### src/rtl/id_ex_pipeline_register.sv
// ID/EX pipeline register: captures decoded operands with write-through bypass,
// supports flush/stall and counts bubbles issued to execute with saturation.
module id_ex_pipeline_register #(
  parameter int NB_DATA = 32,
  parameter int NB_REG  = 5,
  parameter int NB_CTRL = 8,
  parameter int NB_CNT  = 16
) (
  input  logic               i_clk,
  input  logic               i_reset,
  input  logic               i_valid,
  input  logic               i_stall,
  input  logic               i_flush,
  input  logic [NB_REG-1:0]  i_rs_addr,
  input  logic [NB_REG-1:0]  i_rt_addr,
  input  logic [NB_REG-1:0]  i_rd_addr,
  input  logic [NB_DATA-1:0] i_rs_data,
  input  logic [NB_DATA-1:0] i_rt_data,
  input  logic [NB_DATA-1:0] i_imm,
  input  logic [NB_DATA-1:0] i_pc,
  input  logic [4:0]         i_shamt,
  input  logic [NB_CTRL-1:0] i_ctrl,
  input  logic               i_wb_write,
  input  logic [NB_REG-1:0]  i_wb_addr,
  input  logic [NB_DATA-1:0] i_wb_data,
  output logic               o_valid,
  output logic [NB_DATA-1:0] o_rs_data,
  output logic [NB_DATA-1:0] o_rt_data,
  output logic [NB_DATA-1:0] o_imm,
  output logic [NB_DATA-1:0] o_pc,
  output logic [NB_REG-1:0]  o_rs_addr,
  output logic [NB_REG-1:0]  o_rt_addr,
  output logic [NB_REG-1:0]  o_rd_addr,
  output logic [4:0]         o_shamt,
  output logic [NB_CTRL-1:0] o_ctrl,
  output logic [NB_CNT-1:0]  o_bubble_count
);

  localparam logic [NB_CNT-1:0] CNT_ONE = NB_CNT'(1);

  function automatic logic [NB_CNT-1:0] sat_inc(input logic [NB_CNT-1:0] cnt);
    return (&cnt) ? cnt : cnt + CNT_ONE;
  endfunction

  // Register file writes land in the same cycle, so forward them, address 0 included.
  function automatic logic [NB_DATA-1:0] bypass(
    input logic [NB_REG-1:0]  addr,
    input logic [NB_DATA-1:0] rf_data,
    input logic               wb_write,
    input logic [NB_REG-1:0]  wb_addr,
    input logic [NB_DATA-1:0] wb_data
  );
    return (wb_write && (wb_addr == addr)) ? wb_data : rf_data;
  endfunction

  logic               vld_p1;
  logic [NB_DATA-1:0] rs_data_p1;
  logic [NB_DATA-1:0] rt_data_p1;
  logic [NB_DATA-1:0] imm_p1;
  logic [NB_DATA-1:0] pc_p1;
  logic [NB_REG-1:0]  rs_addr_p1;
  logic [NB_REG-1:0]  rt_addr_p1;
  logic [NB_REG-1:0]  rd_addr_p1;
  logic [4:0]         shamt_p1;
  logic [NB_CTRL-1:0] ctrl_p1;
  logic [NB_CNT-1:0]  cnt_p1;

  // Decode -> execute boundary
  always_ff @(posedge i_clk or posedge i_reset) begin
    if (i_reset) begin
      vld_p1     <= 1'b0;
      rs_data_p1 <= '0;
      rt_data_p1 <= '0;
      imm_p1     <= '0;
      pc_p1      <= '0;
      rs_addr_p1 <= '0;
      rt_addr_p1 <= '0;
      rd_addr_p1 <= '0;
      shamt_p1   <= '0;
      ctrl_p1    <= '0;
      cnt_p1     <= '0;
    end else if (i_flush) begin
      vld_p1  <= 1'b0;
      ctrl_p1 <= '0;
      cnt_p1  <= sat_inc(cnt_p1);
    end else if (i_stall) begin
      // Keep held operands coherent with writes retiring during the stall.
      if (vld_p1 && i_wb_write) begin
        if (i_wb_addr == rs_addr_p1) rs_data_p1 <= i_wb_data;
        if (i_wb_addr == rt_addr_p1) rt_data_p1 <= i_wb_data;
      end
    end else begin
      vld_p1     <= i_valid;
      rs_data_p1 <= bypass(i_rs_addr, i_rs_data, i_wb_write, i_wb_addr, i_wb_data);
      rt_data_p1 <= bypass(i_rt_addr, i_rt_data, i_wb_write, i_wb_addr, i_wb_data);
      imm_p1     <= i_imm;
      pc_p1      <= i_pc;
      rs_addr_p1 <= i_rs_addr;
      rt_addr_p1 <= i_rt_addr;
      rd_addr_p1 <= i_rd_addr;
      shamt_p1   <= i_shamt;
      ctrl_p1    <= i_valid ? i_ctrl : '0;
      if (!i_valid) cnt_p1 <= sat_inc(cnt_p1);
    end
  end

  assign o_valid        = vld_p1;
  assign o_rs_data      = rs_data_p1;
  assign o_rt_data      = rt_data_p1;
  assign o_imm          = imm_p1;
  assign o_pc           = pc_p1;
  assign o_rs_addr      = rs_addr_p1;
  assign o_rt_addr      = rt_addr_p1;
  assign o_rd_addr      = rd_addr_p1;
  assign o_shamt        = shamt_p1;
  assign o_ctrl         = ctrl_p1;
  assign o_bubble_count = cnt_p1;

endmodule

### config.mk
export PLATFORM = sky130hd
export DESIGN_NAME = id_ex_pipeline_register
export DESIGN_NICKNAME = d
export VERILOG_FILES = /design/src/rtl/id_ex_pipeline_register.sv
export SDC_FILE = /design/constraint.sdc
export NUM_CORES = 1
export LEC_CHECK = 0
export BUFFER_PORTS_ARGS = -buffer_cell sky130_fd_sc_hd__buf_2
export CAP_MARGIN = 20
export CORE_MARGIN = 10
export CORE_UTILIZATION = 35
export DETAILED_ROUTE_END_ITERATION = 8
export PLACE_DENSITY = 0.68
export SLEW_MARGIN = 20
export SYNTH_ARGS = -nofsm -noshare
export SYNTH_HDL_FRONTEND = slang
export SYNTH_SLANG_ARGS = --single-unit
### constraint.sdc
create_clock -name i_clk -period 13.8 [get_ports i_clk]
set_input_delay 1.38 -clock i_clk [delete_from_list [all_inputs] [get_ports i_clk]]
set_output_delay 1.38 -clock i_clk [all_outputs]
set_load 0.02 [all_outputs]
# Word-level counts from Yosys, hierarchy flattened

Cells that the tools add are included.

Flip-flop bits (word level): 173
Bits in latches: 0
Memory bits (writable): 0
ROM bits: 0
Output and inout port bits: 173
Word-level logic and storage cells: 48
Memories kept: 0

Add/subtract/negate cells: 1
$mul: 0
Div/mod/pow operators: 0
Order comparisons: 0
Equality and inequality tests: 9
Shift operators: 0
Multiplexer cells: 17
Bitwise gates (word level): 2
Reductions and logical operators: 8

Operators by type and width:

| kind                                                  | count |
|---|---|
| 2-to-1 mux 32 bit                                     | 8 |
| 2-to-1 mux 16 bit                                     | 4 |
| 2-to-1 mux 8 bit                                      | 3 |
| equality test 5 bit                                   | 4 |
| adder 16 x 1 -> 16 bit, second input constant         | 1 |
| AND reduction 16 bit                                  | 1 |
| inequality test 2 x 1 -> 1 bit, second input constant | 5 |
| AND reduction 3 bit                                   | 2 |
| AND reduction 2 bit                                   | 2 |
| logical AND 1 bit                                     | 3 |
| 2-to-1 mux 1 bit                                      | 2 |
| NOT 1 bit                                             | 2 |

# Longest topological paths before layout

Word-level depth: 5
Mapped depth: 6
Mapped depth without buffers: 5

# Worst setup path after synthesis

No wires, ideal clock.

Kind: input-to-reg
From: input i_rs_addr[3]
To: register rs_data_p1[0], in the netlist o_rs_data[0]
Setup time: 0.125 ns
Data arrival time: 2.794 ns
Setup slack: 10.881 ns
Stages: 6
Buffers on the path: 1
Path through: xor2_1 -> nor4_1 -> a31o_2 -> buf_2 -> mux2_2 -> mux2_2

Cells in the longest elaborated chain, start to end: 4

RTL lines:

| item                 | RTL line | RTL |
|---|---|---|
| start, declared      | 14       | `input logic [NB_REG-1:0] i_rs_addr,` |
| equality test 5 bit  | 53       | `return (wb_write && (wb_addr == addr)) ? wb_data : rf_data;` |
| logical AND 1 bit    | 53       |  |
| 2-to-1 mux 32 bit    | 53       |  |
| 2-to-1 mux 32 bit    | 86       | `end else if (i_stall) begin` |
| end signal, assigned | 89       | `if (i_wb_addr == rs_addr_p1) rs_data_p1 <= i_wb_data;` |
| end signal, assigned | 94       | `rs_data_p1 <= bypass(i_rs_addr, i_rs_data, i_wb_write, i_wb_addr, i_wb_data);` |
| end, declared        | 57       | `logic [NB_DATA-1:0] rs_data_p1;` |

No other way between the ends.
A chain may end at the register's enable or synchronous reset.

# Final worst setup path

From: input i_wb_addr[3]
To: register rs_data_p1[29], in the netlist o_rs_data[29]

Cells in the longest elaborated chain, start to end: 4

RTL lines:

| item                | RTL line | RTL |
|---|---|---|
| start, declared     | 24       | `input logic [NB_REG-1:0] i_wb_addr,` |
| equality test 5 bit | 53       |  |
| logical AND 1 bit   | 53       |  |
| 2-to-1 mux 32 bit   | 53       |  |
| 2-to-1 mux 32 bit   | 86       |  |

Parallel ways exist; a longest one is shown, timed or not.

==> reports/qor.yml <==
grt_pass1_wl_um: 36600
tightestPinTransition_ps: 1070
ant_nets: 0
fin_setup_tns_ps: 0
synth_edf_count: 0
outcome: "finished clean"
grt_start_max_net_pins: 85
critPathKind: "in -> reg"
use_met1_pct: 18.2
wl_per_cell_um: 19.9
ys_warn_count: 0
min_path_cells: 1
cts_buffer_depth: 2
combPwrFrac_pct: 25.7
setup_viol: 0
slew_headroom_pct: 28.8
start_util_pct: 35.3
clk_latency_ps: 420
rsz0062_at_grt: "no"
dr.pass1.iters: 4
grt_most_used_layer: "met2"
fp-row-count: 54
critical-path-top-delay-family: "compound AO/OA/AOI/OAI gates"
use_met2_pct: 26.9
viasPerCell: 4.71
cp.arrival_ps: 3650
leakagePower_nw: 5.06
crit_path_start_kind: "input port"
synth_area_leaders: "dfrtp_1 (57%), mux2_2 (29%), mux2_4 (3.1%)"
io_pins: 372
switching_share_pct: 33.4
pre_cts_slack_ps: 9940
drv_slew: 0
synth_common_cells: "mux2_2 (197), dfrtp_1 (173), nor2_1 (23)"
cts_sinks: 173
drc: 0
areaGrowthSynthToFinish_pct: 36.1
min_path_type: "reg -> reg"
post-route-period-util_pct: 24.3
crit_cells: 6
root_buffer: "clkbuf_16"
async_reset_ff_share_pct: 100
die_w_um: 168
synth_cell_types: 32
powerDensity_nw_per_um2: 145
cpMaxStageDelayCell: "a31o_2"
overflow: 0
drt-initial-drc-count: 205
power_frac_clock_pct: 32.2
cts_tree: "built"
p_sw_mw: 0.505
portBuffers: 371
fin_util_pct: 48.0
holdWs_ps: 495
seq_power_share_pct: 42.1
cp.required_ps: 14100
die_y_um: 168
critPathCaptureType: "flip-flop"
fillers: 1988
cap_violations: 0
syn_nets: 726
netlist_area_um2: 7650
path_cells: "buf_2 > xor2_1 > nor4_1 > a31o_2 > mux2_2 > mux2_2"
dp.cells: 1158
syn_avg_cell_area_um2: 14.5
nNetsFinal: 1097
fin_crit_ps: 3360
max_freq_mhz: 298
path_clk_slew_ps: 70
cts_buffers: 17
peakVddDrop_mv: 0.0765
grtUsageMet3_pct: 8.43
ys_seq_elements: 173
n_antenna_cell: 0
postCtsSetupRepairBufs: 0
layout_setup_ws_ps: 10440
seq_area_frac_synth_pct: 56.6
netlist_instances: 526
die_area_um2: 28200
r2r_cells: 6
grt_usage_pct: 16.3
synth.largest_area_cell: "dfrtp_1"
p_int_mw: 1.01
vias: 5610
slowest_delay_ps: 830
yosysMostFrequentCell: "mux2_2"
wl_um: 23700
cts_hold_buf: 0
core_um2: 21700
dp_hpwl_um: 18400
clock_skew_ps: 16.2
place_congestion: 0.776
fin_cells: 1190
path_max_fanout: 32
yosysTopAreaCellShare_pct: 56.6
synth_flop_cell: "dfrtp_1"
hold_viol_final: 0
htreeDepth: 4
grt_pass1_vias: 6276
path_buf_inv: 1
cpMostUsedCell: "mux2_2"
grt_antenna_before_repair: 4
drive_above_1_share_pct: 69.2
ctsResizeCount: 0
-- cells by family (layout without fill, tap and decap cells) --
| logic type | after synthesis | in the layout | synth area share, % |
|---|---|---|---|
| XOR/XNOR | 34 | 34 | 3.89 |
| multiplexers | 213 | 213 | 32.1 |
| flip-flops | 173 | 173 | 56.6 |
| buffers and inverters | 27 | 411 | 1.86 |
| AO/OA/AOI/OAI | 17 | 17 | 1.49 |
| AND/OR/NAND/NOR | 61 | 61 | 3.89 |
| adder cells (fa/ha/maj) | 1 | 1 | 0.163 |
-- layout by cell type, fill, tap and decap left out, drive strengths merged --
cell type  count
a31oi          3
buf          377
and4           1
a21oi         10
clkbuf        18
or3b           1
a22oi          1
xor2          20
and2           1
a31o           1
nand4          7
and4b          1
nor4           4
xnor2         14
ha             1
nor2b          1
nand2         15
clkinv         8
a211oi         1
and3           4
nor2          23
dfrtp        173
inv            8
nand3          3
mux2         213
o21bai         1
-- final cells by class --
| type | count | area [um2] | share of cell area (%) |
|---|---|---|---|
| Sequential cell | 173 | 4330 | 41.6 |
| Multi-Input combinational cell | 326 | 3210 | 30.8 |
| Timing Repair Buffer | 377 | 1900 | 18.3 |
| Clock buffer | 18 | 439 | 4.22 |
| Tap cell | 280 | 350 | 3.36 |
| Clock inverter | 14 | 173 | 1.66 |
| Inverter | 2 | 12.5 | 0.120 |
-- registers in the layout, summed over array words and instances (netlist names) --
name,count
o_rt_data,32
o_shamt,5
o_pc,32
o_ctrl,8
o_imm,32
o_valid,1
o_rs_data,32
o_rs_addr,5
o_bubble_count,16
o_rd_addr,5
o_rt_addr,5
-- power groups by stage --
stage	clock, mW	combinational [mW]	sequential, mW
floorplan	0	0.134	0.744
global placement	0	0.391	0.643
detailed placement	0	0.396	0.646
CTS	0.502	0.396	0.637
global route	0.520	0.418	0.649
finish	0.486	0.388	0.637
-- path summary, 6_finish.rpt --
path | start | slack (ps) | end
max in group asynchronous | i_reset | 11500 | o_rt_data[28]
hold / removal | o_bubble_count[4] | 500 | o_bubble_count[4]
hold reg to reg | o_bubble_count[4] | 500 | o_bubble_count[4]
min in group asynchronous | i_reset | 1000 | o_imm[25]
setup reg to reg | o_rt_addr[2] | 11390 | o_rt_data[23]
setup / recovery | i_wb_addr[3] | 10440 | o_rs_data[29]
-- metal layers --
layer	vias up	share of wire (%)
met5	-	0.17
met4	6	1.3
met3	23	11
met2	240	49
met1	2727	39
li1	2614	-
-- stage by stage --
step                      power [mW]  area [um2]
after floorplan                0.879        7650
after global placement          1.03        9810
after detailed placement        1.04        9810
after CTS                       1.54       10400
after global routing            1.59       10400
final                           1.51       10400
Note: power is estimated with default switching activity, not from simulation.
